--- config.mk ---
export PLATFORM = sky130hd
export DESIGN_NAME = speed_meter_avg_flat
export DESIGN_NICKNAME = d
export VERILOG_FILES = /design/src/rtl/speed_meter_avg_pkg.sv /design/src/rtl/speed_meter_avg_if.sv /design/src/rtl/speed_meter_avg_period_avg.sv /design/src/rtl/speed_meter_avg.sv /design/src/flat_wrapper.sv
export SDC_FILE = /design/constraint.sdc
export NUM_CORES = 1
export LEC_CHECK = 0
export ABC_AREA = 1
export BUFFER_PORTS_ARGS = -buffer_cell sky130_fd_sc_hd__buf_2
export CELL_PAD_IN_SITES_DETAIL_PLACEMENT = 0
export CELL_PAD_IN_SITES_GLOBAL_PLACEMENT = 1
export CORE_UTILIZATION = 41
export CTS_CLUSTER_DIAMETER = 100
export CTS_CLUSTER_SIZE = 40
export DETAILED_ROUTE_END_ITERATION = 12
export GPL_TIMING_DRIVEN = 0
export PLACE_DENSITY_LB_ADDON = 0.1
export SYNTH_ARGS = -nofsm -noshare
export SYNTH_HDL_FRONTEND = slang
export SYNTH_SLANG_ARGS = --single-unit
--- constraint.sdc ---
create_clock -name clk -period 3.1 [get_ports clk]
set_clock_uncertainty 0.15 [all_clocks]
set_input_delay 0.31 -clock clk [delete_from_list [all_inputs] [get_ports clk]]
set_output_delay 0.31 -clock clk [all_outputs]
set_load 0.005 [all_outputs]
--- src/rtl/speed_meter_avg_pkg.sv ---
// Shared types and scaling defaults for the averaging wheel-speed meter.
package speed_pkg;

    typedef enum logic [1:0] {
        IDLE,
        REQ,
        WAIT_BUSY,
        WAIT_READY
    } state_t;

    // Circumference-to-speed scale, 8.8 fixed point (~73.728).
    localparam logic [15:0] CONST_DEFAULT      = 16'h49BA;
    localparam int          CONST_FRAC_DEFAULT = 8;

endpackage

--- src/rtl/speed_meter_avg_if.sv ---
// Handshake and operand bundle between the speed meter and the shared divider.
interface speed_meter_avg_if #(
    parameter int CNT_W = 16
);

    logic             div_req;
    logic             div_gnt;
    logic             div_start;
    logic [CNT_W-1:0] dividend;
    logic [CNT_W-1:0] divisor;
    logic             div_busy;
    logic             div_ready;
    logic [CNT_W-1:0] div_res;

    modport master (
        output div_req, div_start, dividend, divisor,
        input  div_gnt, div_busy, div_ready, div_res
    );

    modport slave (
        input  div_req, div_start, dividend, divisor,
        output div_gnt, div_busy, div_ready, div_res
    );

endinterface

--- src/rtl/speed_meter_avg_period_avg.sv ---
// Ring buffer of the last AVG_DEPTH periods with a running sum; reports the
// newest sample until the buffer has filled, then the mean.
module period_avg #(
    parameter int CNT_W     = 16,
    parameter int AVG_DEPTH = 4
) (
    input  logic             clk,
    input  logic             rst,
    input  logic             clear,
    input  logic             push,
    input  logic [CNT_W-1:0] sample,
    output logic [CNT_W-1:0] avg
);

    localparam int LOG2_D = $clog2(AVG_DEPTH);
    localparam int PTR_W  = (AVG_DEPTH > 1) ? LOG2_D : 1;
    localparam int FILL_W = $clog2(AVG_DEPTH + 1);
    localparam int SUM_W  = CNT_W + LOG2_D;

    logic [CNT_W-1:0]  ring_q [AVG_DEPTH];
    logic [CNT_W-1:0]  ring_d [AVG_DEPTH];
    logic [PTR_W-1:0]  wr_ptr_q, wr_ptr_d;
    logic [FILL_W-1:0] fill_q, fill_d;
    logic [SUM_W-1:0]  sum_q, sum_d;
    logic [CNT_W-1:0]  newest_q, newest_d;
    logic              full;

    assign full = (fill_q == FILL_W'(AVG_DEPTH));
    assign avg  = full ? CNT_W'(sum_q >> LOG2_D) : newest_q;

    // Stale ring entries after a clear are harmless: nothing is subtracted
    // from the sum until DEPTH fresh samples have overwritten them.
    always_comb begin
        ring_d   = ring_q;
        wr_ptr_d = wr_ptr_q;
        fill_d   = fill_q;
        sum_d    = sum_q;
        newest_d = newest_q;
        if (clear) begin
            wr_ptr_d = '0;
            fill_d   = '0;
            sum_d    = '0;
            newest_d = '0;
        end else if (push) begin
            ring_d[wr_ptr_q] = sample;
            sum_d    = sum_q + SUM_W'(sample) - (full ? SUM_W'(ring_q[wr_ptr_q]) : SUM_W'(0));
            wr_ptr_d = (wr_ptr_q == PTR_W'(AVG_DEPTH - 1)) ? '0 : wr_ptr_q + 1'b1;
            fill_d   = full ? fill_q : fill_q + 1'b1;
            newest_d = sample;
        end
    end

    always_ff @(posedge clk or negedge rst) begin
        if (!rst) begin
            for (int i = 0; i < AVG_DEPTH; i++) ring_q[i] <= '0;
            wr_ptr_q <= '0;
            fill_q   <= '0;
            sum_q    <= '0;
            newest_q <= '0;
        end else begin
            ring_q   <= ring_d;
            wr_ptr_q <= wr_ptr_d;
            fill_q   <= fill_d;
            sum_q    <= sum_d;
            newest_q <= newest_d;
        end
    end

endmodule

--- src/rtl/speed_meter_avg.sv ---
// Wheel-speed meter: measures reed periods, averages them and converts the
// mean period to speed through the shared divider.
module speed_meter_avg
    import speed_pkg::*;
#(
    parameter int               CNT_W      = 16,
    parameter int               SPEED_W    = 12,
    parameter int               CIRC_W     = 8,
    parameter logic [15:0]      CONST      = CONST_DEFAULT,
    parameter int               CONST_FRAC = CONST_FRAC_DEFAULT,
    parameter int               SPEED_MAX  = 99,
    parameter int               AVG_DEPTH  = 4,
    parameter logic [CNT_W-1:0] TIMEOUT    = CNT_W'(16'hFFFF)
) (
    input  logic               clk,
    input  logic               rst,
    input  logic               en,
    input  logic               reed,
    input  logic [CIRC_W-1:0]  circ,
    input  logic               start,
    output logic [SPEED_W-1:0] speed,
    output logic               valid,
    output logic               stopped,
    speed_meter_avg_if.master  div
);

    localparam int PROD_W = CIRC_W + 16;

    state_t             state_q, state_d;
    logic               reed_q;
    logic               edge_q, edge_d;
    logic [CNT_W-1:0]   cnt_q, cnt_d;
    logic               stopped_q, stopped_d;
    logic [SPEED_W-1:0] speed_q, speed_d;
    logic               valid_q, valid_d;
    logic               div_req_q, div_req_d;
    logic               div_start_q, div_start_d;
    logic [CNT_W-1:0]   dividend_q, dividend_d;
    logic [CNT_W-1:0]   divisor_q, divisor_d;

    logic               timeout_hit, push, clear;
    logic [CNT_W-1:0]   avg;
    logic [PROD_W-1:0]  prod, scaled;
    logic [CNT_W-1:0]   dividend_calc;

    assign edge_d      = reed & ~reed_q;
    assign timeout_hit = (cnt_q == TIMEOUT);
    assign clear       = timeout_hit;
    // The restart edge after a standstill carries no meaningful period.
    assign push        = edge_q & ~stopped_q & ~timeout_hit;

    assign prod          = PROD_W'(circ) * PROD_W'(CONST);
    assign scaled        = prod >> CONST_FRAC;
    assign dividend_calc = (scaled > PROD_W'({CNT_W{1'b1}})) ? {CNT_W{1'b1}} : scaled[CNT_W-1:0];

    period_avg #(
        .CNT_W     (CNT_W),
        .AVG_DEPTH (AVG_DEPTH)
    ) u_period_avg (
        .clk    (clk),
        .rst    (rst),
        .clear  (clear),
        .push   (push),
        .sample (cnt_q),
        .avg    (avg)
    );

    always_comb begin
        cnt_d     = cnt_q;
        stopped_d = stopped_q;
        if (edge_q) begin
            cnt_d     = '0;
            stopped_d = 1'b0;
        end else begin
            if (en && !timeout_hit) cnt_d = cnt_q + 1'b1;
            if (timeout_hit) stopped_d = 1'b1;
        end
    end

    always_comb begin
        state_d     = state_q;
        speed_d     = speed_q;
        valid_d     = valid_q;
        div_req_d   = div_req_q;
        div_start_d = 1'b0;
        dividend_d  = dividend_q;
        divisor_d   = divisor_q;
        case (state_q)
            IDLE: if (start) begin
                valid_d = 1'b0;
                if (stopped_q) begin
                    speed_d = '0;
                    valid_d = 1'b1;
                end else if (avg == '0) begin
                    speed_d = SPEED_W'(SPEED_MAX);
                    valid_d = 1'b1;
                end else begin
                    state_d   = REQ;
                    div_req_d = 1'b1;
                end
            end
            REQ: if (div.div_gnt && !div.div_busy) begin
                dividend_d  = dividend_calc;
                divisor_d   = avg;
                div_start_d = 1'b1;
                state_d     = WAIT_BUSY;
            end
            WAIT_BUSY: if (div.div_busy) state_d = WAIT_READY;
            WAIT_READY: if (div.div_ready) begin
                speed_d   = (div.div_res > CNT_W'(SPEED_MAX)) ? SPEED_W'(SPEED_MAX)
                                                              : div.div_res[SPEED_W-1:0];
                valid_d   = 1'b1;
                div_req_d = 1'b0;
                state_d   = IDLE;
            end
            default: state_d = IDLE;
        endcase
    end

    always_ff @(posedge clk or negedge rst) begin
        if (!rst) begin
            state_q     <= IDLE;
            reed_q      <= 1'b0;
            edge_q      <= 1'b0;
            cnt_q       <= '0;
            stopped_q   <= 1'b1;
            speed_q     <= '0;
            valid_q     <= 1'b0;
            div_req_q   <= 1'b0;
            div_start_q <= 1'b0;
            dividend_q  <= '0;
            divisor_q   <= '0;
        end else begin
            state_q     <= state_d;
            reed_q      <= reed;
            edge_q      <= edge_d;
            cnt_q       <= cnt_d;
            stopped_q   <= stopped_d;
            speed_q     <= speed_d;
            valid_q     <= valid_d;
            div_req_q   <= div_req_d;
            div_start_q <= div_start_d;
            dividend_q  <= dividend_d;
            divisor_q   <= divisor_d;
        end
    end

    assign speed         = speed_q;
    assign valid         = valid_q;
    assign stopped       = stopped_q;
    assign div.div_req   = div_req_q;
    assign div.div_start = div_start_q;
    assign div.dividend  = dividend_q;
    assign div.divisor   = divisor_q;

endmodule

--- src/flat_wrapper.sv ---
// flat-port wrapper written by rule: the top's interface ports become plain ports
module speed_meter_avg_flat import speed_pkg::*;
#(
    parameter int               CNT_W      = 16,
    parameter int               SPEED_W    = 12,
    parameter int               CIRC_W     = 8,
    parameter logic [15:0]      CONST      = CONST_DEFAULT,
    parameter int               CONST_FRAC = CONST_FRAC_DEFAULT,
    parameter int               SPEED_MAX  = 99,
    parameter int               AVG_DEPTH  = 4,
    parameter logic [CNT_W-1:0] TIMEOUT    = CNT_W'(16'hFFFF)
)
  (clk, rst, en, reed, circ, start, speed, valid, stopped, div_div_req, div_div_start, div_dividend, div_divisor, div_div_gnt, div_div_busy, div_div_ready, div_div_res);
  speed_meter_avg_if #(.CNT_W(CNT_W)) div_i ();
  input  logic clk;
  input  logic rst;
  input  logic en;
  input  logic reed;
  input  logic [CIRC_W-1:0] circ;
  input  logic start;
  output logic [SPEED_W-1:0] speed;
  output logic valid;
  output logic stopped;
  output wire logic [$bits(div_i.div_req)-1:0] div_div_req;
  output wire logic [$bits(div_i.div_start)-1:0] div_div_start;
  output wire logic [$bits(div_i.dividend)-1:0] div_dividend;
  output wire logic [$bits(div_i.divisor)-1:0] div_divisor;
  input wire logic [$bits(div_i.div_gnt)-1:0] div_div_gnt;
  input wire logic [$bits(div_i.div_busy)-1:0] div_div_busy;
  input wire logic [$bits(div_i.div_ready)-1:0] div_div_ready;
  input wire logic [$bits(div_i.div_res)-1:0] div_div_res;
  assign div_div_req = div_i.div_req;
  assign div_div_start = div_i.div_start;
  assign div_dividend = div_i.dividend;
  assign div_divisor = div_i.divisor;
  assign div_i.div_gnt = div_div_gnt;
  assign div_i.div_busy = div_div_busy;
  assign div_i.div_ready = div_div_ready;
  assign div_i.div_res = div_div_res;
  speed_meter_avg #(.CNT_W(CNT_W), .SPEED_W(SPEED_W), .CIRC_W(CIRC_W), .CONST(CONST), .CONST_FRAC(CONST_FRAC), .SPEED_MAX(SPEED_MAX), .AVG_DEPTH(AVG_DEPTH), .TIMEOUT(TIMEOUT)) u_core (.clk(clk), .rst(rst), .en(en), .reed(reed), .circ(circ), .start(start), .speed(speed), .valid(valid), .stopped(stopped), .div(div_i));
endmodule
==> flow_summary.ini <==
[sta]
post-route-period-util_pct = 112.9
drv_slew = 0
period_minus_slack_ps = 3499
maxSlewHeadroom_pct = 53.74
worst_slew_pin_slew_ps = 687.6
worst_slack_ps = -399.4
finalHoldViolCount = 0
clock.fmax_ghz = 0.2858
setup_viol = 14
rsz0062_at_grt = true

[routing]
drc = 0
routed_wirelength_um = 31180
drtAntennaViolNets = 0
drtIter0Drc = 514
via_count = 9371
post_drt_wl_per_cell_um = 16.85
drtPass1Iterations = 8
viasPerCell = 5.063

[worst_hold_path]
holdCritPathClass = in -> reg

[worst_setup_path]
setup.worst_path.class = in -> reg
crit_fanout = 3
end_kind = flip-flop
startpoint_type = primary input
worstPathRequired_ps = 3280
worstPathArrival_ps = 3680

[floorplan]
die_x_um = 164.3
ios = 80
num_rows = 59
start_util_pct = 41.58
die_y_um = 164.3
die_area_sq_um = 27000
coreArea_sq_um = 25980

[cts]
cts_max_path_buffers = 2
cts_tree = built
clkLatencyLatePin_ps = 430
cts_max_level = 4
cts.sinks = 170
root_buffer = clkbuf_16
clkTransAtPathRegs_ps = 80
cts_made_buffers = 17

[outcome]
violations = setup timing
status = finished, violations left

[synth]
synth_seq_area_share_pct = 39.39
synth_area_leaders = dfrtp_1, nand2_1, ha_1
synth_nets = 1516
synthTopCellsByCount = nand2_1, inv_1, dfrtp_1
ys_warn_count = 0
yosys_most_used_dff = dfrtp_1
syn_area_per_cell_sq_um = 7.921
synth.most_common_cell = nand2_1
synth-seq-cells = 170
synth_enable_flop_cells = 0
netlist_instances = 1364
synthArstFlopShare_pct = 100.0
synth_cell_type_count = 41
yosys.area.top_type_share_pct = 39.14
synth_area_sq_um = 10800
yosysTopAreaCell = dfrtp_1

[global_route]
grt_max_degree = 100
grt_usage_pct = 23.44
antenna_found_initial = 0
grt_pass1_vias = 8820
grt_first_pass_wirelength_um = 47910
gr-total-overflow = 0

[placed_design]
port_buffers = 78
dp_hpwl_um = 21950
dp_worst_setup_slack_ps = -971.4
place_area_sq_um = 11730
gp_congestion = 0.8483

[final_layout]
drive_gt1_share_pct = 26.25
final_nets = 1655
area.growth.synth_to_final_pct = 28.85
utilization_pct = 53.57
diodes = 0
design_area_sq_um = 13920

[power]
combPwrFrac_pct = 62.9
netSwitchingFraction_pct = 45.11
power_frac_clock_pct = 15.9
p_leak_nw = 6.806
peakVddDrop_uv = 559.8
p_per_area_nw_per_um2 = 999.9
switchingPower_mw = 6.279
p_int_mw = 7.640
p_total_mw = 13.92
p_seq_share_pct = 21.2

[flow_run]
maxCapViolations = 0
## cells in the final DEF (no fill, tap or decap), types with 11 or more instances in the layout
cell type,Yosys,final
a21oi_1,56,25
a21oi_2,0,20
a21oi_4,0,11
buf_2,18,89
buf_4,2,26
buf_6,3,21
clkbuf_16,0,21
dfrtp_1,169,167
fa_1,41,40
ha_1,79,54
ha_4,0,25
inv_1,176,151
inv_2,7,30
nand2_1,338,304
nand2_2,9,29
nand2_4,0,14
nand3_1,53,42
nand3_2,1,12
nor2_1,130,106
nor2_2,1,15
nor2_4,1,11
nor3_1,13,11
o21ai_0,158,120
o21ai_1,8,25
o21ai_2,4,19
o22ai_1,11,11
## sequential cells by signal, summed over array words and instances (netlist names)
name,count
u_core.u_period_avg.ring_q,64
u_core.u_period_avg.sum_q,18
u_core.cnt_q,16
u_core.div.divisor,16
u_core.u_period_avg.newest_q,16
u_core.div.dividend,15
u_core.speed,12
u_core.u_period_avg.fill_q,3
u_core.state_q,2
u_core.u_period_avg.wr_ptr_q,2
u_core.div.div_req,1
u_core.div.div_start,1
u_core.edge_q,1
u_core.reed_q,1
u_core.stopped,1
u_core.valid,1
## worst max-delay path: stages
cell,delay [ps]
buf_12,100
fa_1,530
inv_1,50
fa_1,490
inv_2,40
fa_1,520
inv_1,60
fa_1,490
inv_2,50
ha_4,290
buf_6,100
nand2_4,50
nor2_2,70
nand2_1,70
nand2_2,120
nand2_1,90
nand2_1,70
nand2_1,40
nand3_1,60
nand2_1,50
## through the flow
step	hold slack, ps	cells	setup TNS [ps]
after global placement	246.1	1777	-240770
after detailed placement	163.5	1778	-21400
after floorplan	-135.6	1364	-5184
after global routing	56.02	1851	-6570
after CTS	40.78	1826	-4018
final	54.43	1851	-3924
## final cells by class
| type | instances | area, sq um |
|---|---|---|
| Fill cell | 2555 | 12060 |
| Multi-Input combinational cell | 961 | 6670 |
| Sequential cell | 170 | 4258 |
| Timing Repair Buffer | 124 | 959.7 |
| Inverter | 191 | 724.4 |
| Clock buffer | 17 | 425.4 |
| Tap cell | 335 | 419.2 |
| Buffer | 38 | 271.5 |
| Clock inverter | 15 | 192.7 |
## path summary, 6_finish.rpt
check | endpoint | cells after the start | startpoint | slack (ps)
setup / recovery | u_core.div.dividend[13] | 20 | circ[5] | -400
hold / removal | u_core.speed[4] | 5 | div_div_res[4] | 50
hold reg to reg | u_core.edge_q | 1 | u_core.reed_q | 250
max in group asynchronous | u_core.u_period_avg.wr_ptr_q[1] | 3 | rst | 1590
setup reg to reg | u_core.u_period_avg.sum_q[14] | 18 | u_core.u_period_avg.wr_ptr_q[0] | -10
min in group asynchronous | u_core.div.dividend[1] | 2 | rst | 260
## cells by family (layout without fill, tap and decap cells)
group,after synthesis,after routing,synth area share [%]
other cells,1,1,0.03471
xor+xnor,13,13,1.054
buf+inv,233,385,8.581
flops,170,170,39.39
compound gates,262,262,12.97
fa+ha+maj,120,120,16.75
simple gates,565,565,21.23
## what timing repair did
item | 4_1_cts | 5_1_grt
setup endpoints to repair | 30 | 26
gates cloned | 0 | 4
hold buffers | 2 | 0
pin swaps | 20 | 93
setup buffers | 20 | 22
endpoints found under the hold margin | 72 | 0
gates resized for setup | 104 | 224
## routing by layer
| metal | vias up | wire length (um) | GRT usage (%) |
|---|---|---|---|
| li1 | 4654 | - | - |
| met1 | 4500 | 15460 | 33.77 |
| met2 | 190 | 14240 | 36.71 |
| met3 | 27 | 1039 | 3.333 |
| met4 | 0 | 438 | 6.061 |
| met5 | - | 0 | 0 |
## power groups by stage
| stage | clock (mW) | combinational (mW) | sequential (mW) |
|---|---|---|---|
| after floorplan | 0 | 4.23 | 2.92 |
| after global placement | 0 | 5.77 | 2.94 |
| after detailed placement | 0 | 5.82 | 2.95 |
| after CTS | 2.26 | 6.59 | 2.93 |
| after global routing | 2.34 | 9.64 | 3.01 |
| final | 2.22 | 8.75 | 2.95 |
No activity file was read; power rests on OpenSTA's default activity.
